[src/rtl/bip_control_unit.sv]
// Control unit for the BIP accumulator processor: PC, IR and a FETCH/EXEC/WB/HALT sequencer
// with registered datapath strobes and a saturating run-cycle counter for the debug unit.
module bip_control_unit #(
    parameter int OPCODE_LENGTH  = 5,
    parameter int OPERAND_LENGTH = 11,
    parameter int PC_LENGTH      = 11,
    parameter int COUNT_LENGTH   = 32
) (
    input  logic                                    clk,
    input  logic                                    rst,
    input  logic                                    start,
    input  logic [OPCODE_LENGTH+OPERAND_LENGTH-1:0] instruction,
    output logic [PC_LENGTH-1:0]                    pc_addr,
    output logic [OPERAND_LENGTH-1:0]               operand,
    output logic                                    WrPC,
    output logic [1:0]                              SelA,
    output logic                                    SelB,
    output logic                                    WrAcc,
    output logic                                    Op,
    output logic                                    WrRam,
    output logic                                    RdRam,
    output logic                                    halted,
    output logic [COUNT_LENGTH-1:0]                 cycle_count
);
    localparam int INSTR_LENGTH = OPCODE_LENGTH + OPERAND_LENGTH;

    typedef enum logic [2:0] {IDLE, FETCH, EXEC, WB, HALT} state_t;

    typedef struct packed {
        logic [1:0] selA;
        logic       selB;
        logic       op;
        logic       wrAcc;
        logic       wrPc;
        logic       wrRam;
        logic       rdRam;
    } ctrl_t;

    state_t                   state;
    logic [PC_LENGTH-1:0]     pc;
    logic [INSTR_LENGTH-1:0]  ir;
    ctrl_t                    ctrl;
    logic [OPCODE_LENGTH-1:0] irOpcode;

    assign irOpcode = ir[INSTR_LENGTH-1 -: OPCODE_LENGTH];

    // Strobes for the EXEC cycle; undefined opcodes decode to no strobes, like HLT.
    function automatic ctrl_t decodeExec(input logic [OPCODE_LENGTH-1:0] opcode);
        ctrl_t c;
        c = '0;
        case (opcode)
            OPCODE_LENGTH'(1): begin c.wrRam = 1'b1; c.wrPc = 1'b1; end
            OPCODE_LENGTH'(2): begin c.rdRam = 1'b1; end
            OPCODE_LENGTH'(3): begin c.selA = 2'b01; c.wrAcc = 1'b1; c.wrPc = 1'b1; end
            OPCODE_LENGTH'(4): begin c.selA = 2'b10; c.rdRam = 1'b1; end
            OPCODE_LENGTH'(5): begin c.selA = 2'b10; c.selB = 1'b1; c.wrAcc = 1'b1; c.wrPc = 1'b1; end
            OPCODE_LENGTH'(6): begin c.selA = 2'b10; c.op = 1'b1; c.rdRam = 1'b1; end
            OPCODE_LENGTH'(7): begin c.selA = 2'b10; c.selB = 1'b1; c.op = 1'b1; c.wrAcc = 1'b1; c.wrPc = 1'b1; end
            default: ;
        endcase
        return c;
    endfunction

    function automatic logic readsRam(input logic [OPCODE_LENGTH-1:0] opcode);
        return (opcode == OPCODE_LENGTH'(2)) || (opcode == OPCODE_LENGTH'(4)) ||
               (opcode == OPCODE_LENGTH'(6));
    endfunction

    function automatic logic haltsOn(input logic [OPCODE_LENGTH-1:0] opcode);
        return (opcode == '0) || (opcode > OPCODE_LENGTH'(7));
    endfunction

    function automatic logic [COUNT_LENGTH-1:0] satInc(input logic [COUNT_LENGTH-1:0] v);
        return (v == '1) ? v : v + COUNT_LENGTH'(1);
    endfunction

    always_ff @(posedge clk) begin
        if (rst) begin
            state       <= IDLE;
            pc          <= '0;
            ir          <= '0;
            ctrl        <= '0;
            halted      <= 1'b0;
            cycle_count <= '0;
        end else begin
            ctrl <= '0;
            if (ctrl.wrPc) pc <= pc + PC_LENGTH'(1);
            case (state)
                IDLE: begin
                    if (start) begin
                        cycle_count <= '0;
                        state       <= FETCH;
                    end
                end
                FETCH: begin
                    cycle_count <= satInc(cycle_count);
                    ir          <= instruction;
                    ctrl        <= decodeExec(instruction[INSTR_LENGTH-1 -: OPCODE_LENGTH]);
                    state       <= EXEC;
                end
                EXEC: begin
                    cycle_count <= satInc(cycle_count);
                    if (readsRam(irOpcode)) begin
                        // RAM data arrives now; keep the ALU/mux setup and capture it.
                        ctrl  <= '{selA: ctrl.selA, selB: ctrl.selB, op: ctrl.op,
                                   wrAcc: 1'b1, wrPc: 1'b1, wrRam: 1'b0, rdRam: 1'b0};
                        state <= WB;
                    end else if (haltsOn(irOpcode)) begin
                        halted <= 1'b1;
                        state  <= HALT;
                    end else begin
                        state <= FETCH;
                    end
                end
                WB: begin
                    cycle_count <= satInc(cycle_count);
                    state       <= FETCH;
                end
                HALT: begin
                    if (start) begin
                        pc          <= '0;
                        cycle_count <= '0;
                        halted      <= 1'b0;
                        state       <= FETCH;
                    end
                end
                default: state <= IDLE;
            endcase
        end
    end

    assign pc_addr = pc;
    assign operand = ir[OPERAND_LENGTH-1:0];
    assign WrPC    = ctrl.wrPc;
    assign SelA    = ctrl.selA;
    assign SelB    = ctrl.selB;
    assign WrAcc   = ctrl.wrAcc;
    assign Op      = ctrl.op;
    assign WrRam   = ctrl.wrRam;
    assign RdRam   = ctrl.rdRam;
endmodule

[config.mk]
export PLATFORM = sky130hd
export DESIGN_NAME = bip_control_unit
export DESIGN_NICKNAME = d
export VERILOG_FILES = /design/src/rtl/bip_control_unit.sv
export SDC_FILE = /design/constraint.sdc
export NUM_CORES = 1
export LEC_CHECK = 0
export BUFFER_PORTS_ARGS = -buffer_cell sky130_fd_sc_hd__buf_2
export CORE_AREA = 2 2 113 115
export DETAILED_ROUTE_END_ITERATION = 7
export DIE_AREA = 0 0 115 117
export PLACE_DENSITY = 0.47
export SYNTH_ARGS = -nofsm -noshare
export SYNTH_HDL_FRONTEND = slang
export SYNTH_SLANG_ARGS = --single-unit
[constraint.sdc]
create_clock -name clk -period 4.22 [get_ports clk]
set_input_delay 0.844 -clock clk [delete_from_list [all_inputs] [get_ports clk]]
set_output_delay 0.844 -clock clk [all_outputs]
set_load 0.01 [all_outputs]
; Yosys cells after proc, flatten, opt, wreduce, memory -nomap -nowiden
; Index checks and enable logic that the tools add are counted.
[classes]
n_reduce_logical = 17
order_cmp = 1
mux = 23
shifts = 0
div_mod_pow = 0
multipliers = 0
addsub = 2
bitwise_logic = 0
n_eq_ne = 20
[op_table]
columns = op, count
row1 = two-way mux 32 bit, 2
row2 = case mux 32 bit (2 select lines), 1
row3 = two-way mux 11 bit, 3
row4 = "adder 32 x 1 -> 32 bit, second input constant", 1
row5 = "equality test 32 bit, second input constant", 1
row6 = "equality test 5 x 3 -> 1 bit, second input constant", 6
row7 = case mux 8 bit (2 select lines), 1
row8 = "equality test 5 x 2 -> 1 bit, second input constant", 3
row9 = case mux 3 bit (4 select lines), 1
row10 = "adder 11 x 1 -> 11 bit, second input constant", 1
row11 = two-way mux 1 bit, 9
row12 = two-way mux 3 bit, 3
row13 = OR reduction 3 bit, 3
row14 = two-way mux 8 bit, 1
row15 = "inequality test 2 bit, second input constant", 4
row16 = OR reduction 4 bit, 2
row17 = "equality test 3 x 2 -> 1 bit, second input constant", 2
row18 = OR reduction 2 bit, 3
row19 = "equality test 5 x 1 -> 1 bit, second input constant", 1
row20 = "> comparator 5 x 3 -> 1 bit, second input constant", 1
row21 = zero test 5 bit, 1
row22 = case mux 2 bit (2 select lines), 1
row23 = AND reduction 4 bit, 1
row24 = nonzero test 2 bit, 2
row25 = 7 further kinds, 9
[totals]
romBits = 0
inputBits = 19
n_memories = 0
latchBits = 0
reg_bits = 71
ram_bits = 0

; Depth between registers and ports, before layout
[logic_depth]
depth_word = 5
ltp_mapped = 7

; Worst setup path after synthesis
; Ideal clock, no wire load.
[synth_path]
kind = input to register
from = in start
to = reg cycle_count[28]
slack_ns = 1.908
required_time_ns = 4.150
setup_time_ns = 0.070
cell_stages = 5
n_path_buf = 0
arrival_time_ns = 2.242
cell_sequence = or3b_1 > a211oi_2 > nand3_1 > or4b_1 > a21oi_1
[synth_between]
elab_chain_len = 2
[synth_rtl]
columns = element, line_no
row1 = from (decl), 11  ; input logic start,
row2 = inequality test 2 x 1 -> 1 bit (no line), -
row3 = AND reduction 3 bit (no line), -
row4 = to (signal assigned), 96  ; cycle_count <= satInc(cycle_count);
row5 = to (signal assigned), 102  ; cycle_count <= satInc(cycle_count);
row6 = to (signal assigned), 116  ; cycle_count <= satInc(cycle_count);
row7 = to (decl), 23  ; output logic [COUNT_LENGTH-1:0] cycle_count
; No other way between the ends.
; A chain may end at the register's enable or synchronous reset.

; Final worst setup path
[layout_path]
from = reg cycle_count[0]
to = reg cycle_count[21]
[layout_between]
elab_chain_len = 3
[layout_rtl]
columns = element, line_no
row1 = adder 32 x 1 -> 32 bit / equality test 32 bit (equally long branches), 74  ; return (v == '1) ? v : v + COUNT_LENGTH'(1);
row2 = two-way mux 32 bit / inequality test 2 bit (equally long branches), -
row3 = case mux 32 bit (2 select lines) / AND reduction 3 bit (equally long branches), -
; Parallel ways exist; a longest one is shown, timed or not. The select of a mux whose other input is x is not followed.

==> results.json <==
{
  "power_switching_uw": 374.2,
  "synth_nets": 422,
  "rows": 41,
  "crit_arrival_ns": 2.85,
  "worstSetupPathType": "flop to flop",
  "async_flop_share": 0,
  "routed_wl_um": 8723,
  "peakVddDrop_v": 0.0001720,
  "synth-edff-count": 0,
  "yosysTopAreaCellShare": 0.4267,
  "end_kind": "flop",
  "synthXorXnorAreaFrac": 0.02630,
  "finalWeightedCongestion": 0.7204,
  "critPathLaunch": "cycle_count[0]$_SDFFE_PP0P_",
  "max_slew_margin": 0.2360,
  "area_growth_pct": 23.22,
  "finalCritPeriodShare": 0.6263,
  "place_inst": 600,
  "synth_area_um2": 3331,
  "wl_per_cell_um": 14.16,
  "root_buffer": "clkbuf_16",
  "fin_nets": 482,
  "pwr-share-seq": 0.414,
  "grt_pass1_wl_um": 14360,
  "postCtsSetupBuffers": 0,
  "switching_share": 0.2223,
  "placed_area_um2": 3757,
  "grtUsageTotal": 0.1346,
  "p_leak_nw": 1.592,
  "yosys_warnings": 0,
  "die_area_um2": 13460,
  "reg2reg_from": "cycle_count[0]$_SDFFE_PP0P_",
  "worst_slew_pin_slew_ns": 1.138,
  "clkSinkCount": 71,
  "hp-class": "flop to flop",
  "rsz0062_at_grt": "false",
  "worstSkewPairLatency_ns": 0.34,
  "path_cells": "ha_1 > and4_1 > nand3_1 > nor4_4 > nor4_1 > mux2i_1",
  "htreeDepth": 3,
  "pwr-share-clk": 0.525,
  "synthTopCellsByArea": "dfxtp_1 (43%), nand2_1 (6.1%), a21oi_1 (6.0%)",
  "synth_top_family_by_area": "simple AND/OR/NAND/NOR gates",
  "clockBufferDepth": 2,
  "fin_cells": 616,
  "p_int_mw": 1.309,
  "grt_overflow": 0,
  "worstPathRequired_ns": 4.43,
  "slew_violations": 0,
  "synth_cells": 401,
  "clk_pin_slew_ns": 0.06,
  "die_w_um": 115,
  "worst_path_max_delay_cell": "nor4_4",
  "ios": 82,
  "io_buffers": 81,
  "fin_area_um2": 4104,
  "synth_compound_area_frac": 0.1687,
  "drv_cap": 0,
  "core-area_um2": 12310,
  "n_antenna_cell": 0,
  "synth_simple_gate_area_frac": 0.3024,
  "max_stage_delay_ns": 1.05,
  "cts_tree": "built",
  "fin_skew_ns": 0.005487,
  "synth-adder-area-share": 0.007513,
  "drt_iter0_markers": 176,
  "grt_pass1_vias": 2881,
  "cp-start-kind": "flop",
  "drc": 0,
  "drt_pass1_iterations": 4,
  "ctsHoldBuffers": 0,
  "initial_utilization": 0.2705,
  "power.total_mw": 1.683,
  "synth_mux_area_frac": 0.009016,
  "avgSynthCellArea_um2": 8.306,
  "finalSetupViolations": 0,
  "synth_ff_type": "dfxtp_1",
  "antenna_found_initial": 0,
  "yosysUniqueCellTypes": 59,
  "final_util": 0.3333,
  "outcome": "completed",
  "grt_max_degree": 36,
  "powerDensity_nw_per_um2": 410.2,
  "yosys.area.top_type": "dfxtp_1",
  "max_freq_mhz": 378.4,
  "numCtsBuffers": 9,
  "pwr-share-comb": 0.061,
  "viasPerCell": 5.164,
  "ctsResizeCount": 0,
  "setup_tns_ns": 0,
  "drive_gt1_frac": 0.2403,
  "fp.dieH_um": 117,
  "ys_ff_latch": 71,
  "hold_viol": 0,
  "min-delay-start": "ir[7]$_SDFFE_PP0P_",
  "ys_seq_area_frac": 0.4267,
  "cp_max_fo": 26,
  "ant_nets": 0,
  "dp.final_hpwl_um": 6074,
  "min_period_ns": 2.643,
  "dr_total_vias": 3181
}
## per-layer routing
metal / wire (um) / global-route usage / share of wire / up-vias
li1: - / - / - / 1575
met1: 4131 / 0.1687 / 0.47 / 1512
met2: 3926 / 0.2188 / 0.45 / 84
met3: 525 / 0.03811 / 0.060 / 10
met4: 139 / 0.05542 / 0.016 / 0
met5: 0 / 0 / 0 / -
## final timing paths
kind,to,slack (ns),depth (start not counted)
worst max-delay path,cycle_count[21]$_SDFFE_PP0P_,1.58,6
worst min-delay path,ir[7]$_SDFFE_PP0P_,0.45,2
worst max register to register,cycle_count[21]$_SDFFE_PP0P_,1.58,6
worst min register to register,ir[7]$_SDFFE_PP0P_,0.45,2
## placed cells by master, fill, tap and decap left out, types with 3 or more instances in the layout
| cell | Yosys | final |
|---|---|---|
| buf_2 | 5 | 81 |
| dfxtp_1 | 71 | 71 |
| nand2_1 | 54 | 54 |
| a21oi_1 | 40 | 40 |
| nor2_1 | 32 | 32 |
| nand3_1 | 20 | 20 |
| o21ai_0 | 14 | 14 |
| or4_1 | 11 | 11 |
| nand4_1 | 9 | 9 |
| or3_1 | 9 | 9 |
| clkbuf_16 | 0 | 9 |
| nor3_1 | 8 | 8 |
| nor4_1 | 8 | 8 |
| o31ai_1 | 8 | 8 |
| and3_1 | 7 | 7 |
| xor2_1 | 7 | 7 |
| inv_1 | 5 | 5 |
| and2_1 | 3 | 3 |
| a31oi_1 | 3 | 3 |
| o21a_1 | 3 | 3 |
| mux2i_1 | 3 | 3 |
| xnor2_1 | 3 | 3 |
| o211ai_1 | 3 | 3 |
| bufinv_16 | 0 | 3 |
## area by class of cell
cell class / count / area, um^2
clock buffer: 10 / 239.0
clock inverter: 6 / 107.6
fill: 1314 / 8208
inverter: 5 / 18.77
multi-input combinational: 292 / 1717
sequential: 71 / 1421
tap: 150 / 187.7
timing repair buffer: 82 / 412.9
## critical path, delay by kind of cell, from the launching register on
family / cells / cell delay (ns)
and+or+nand+nor: 4 / 1.74
adders and majority gates: 1 / 0.21
muxes: 1 / 0.17
DFF: 1 / 0.40
## logic make-up (layout without fill, tap and decap cells)
logic type / count (synthesis) / in the layout
buffers and inverters: 38 / 103
multiplexers: 3 / 3
XOR/XNOR: 10 / 10
flip-flops: 71 / 71
AND/OR/NAND/NOR: 186 / 186
adder cells (fa/ha/maj): 2 / 2
AO/OA/AOI/OAI: 91 / 91
## power groups by stage
stage | logic (mW) | clock network (mW) | registers, mW
after global routing | 0.116 | 0.934 | 0.699
after floorplan | 0.0782 | 0 | 0.707
after CTS | 0.105 | 0.910 | 0.697
after global placement | 0.103 | 0 | 0.710
after detailed placement | 0.104 | 0 | 0.711
final | 0.103 | 0.884 | 0.696
## registers in the layout, summed over array words and instances (netlist names)
signal       flops
pc_addr         11
state            3
SelA             2
WrPC             1
RdRam            1
Op               1
WrRam            1
SelB             1
halted           1
cycle_count     32
ir              16
WrAcc            1
## through the flow
step | setup WS [ns] | hold WS [ns]
2_1_floorplan | 1.908 | 0.4367
3_3_place_gp | 1.530 | 0.4421
3_5_place_dp | 1.449 | 0.4451
4_1_cts | 1.625 | 0.4530
5_1_grt | 1.319 | 0.4718
6_report | 1.577 | 0.4478
## synth_stat cells, drive strengths merged (2+ instances only)
| library cell | number |
|---|---|
| nor3b | 3 |
| nor3 | 9 |
| a22oi | 2 |
| buf | 18 |
| o21bai | 2 |
| o21a | 3 |
| a31oi | 3 |
| and2 | 3 |
| and4 | 2 |
| xnor2 | 3 |
| nand3 | 23 |
| o211ai | 3 |
| xor2 | 7 |
| mux2i | 3 |
| inv | 5 |
| o31a | 2 |
| or4 | 13 |
| a21o | 2 |
| nor4 | 9 |
| a21oi | 40 |
| or2 | 2 |
| o41ai | 2 |
| o21ai | 15 |
| nand4 | 9 |
| dfxtp | 71 |
| or3b | 2 |
| clkbuf | 15 |
| ha | 2 |
| or3 | 10 |
| and3 | 7 |
| nor2 | 32 |
| nand4b | 2 |
| nand2 | 54 |
| a32oi | 2 |
| o31ai | 8 |
| a211oi | 2 |
| a41o | 2 |
Power figures use the tool's default switching activity.
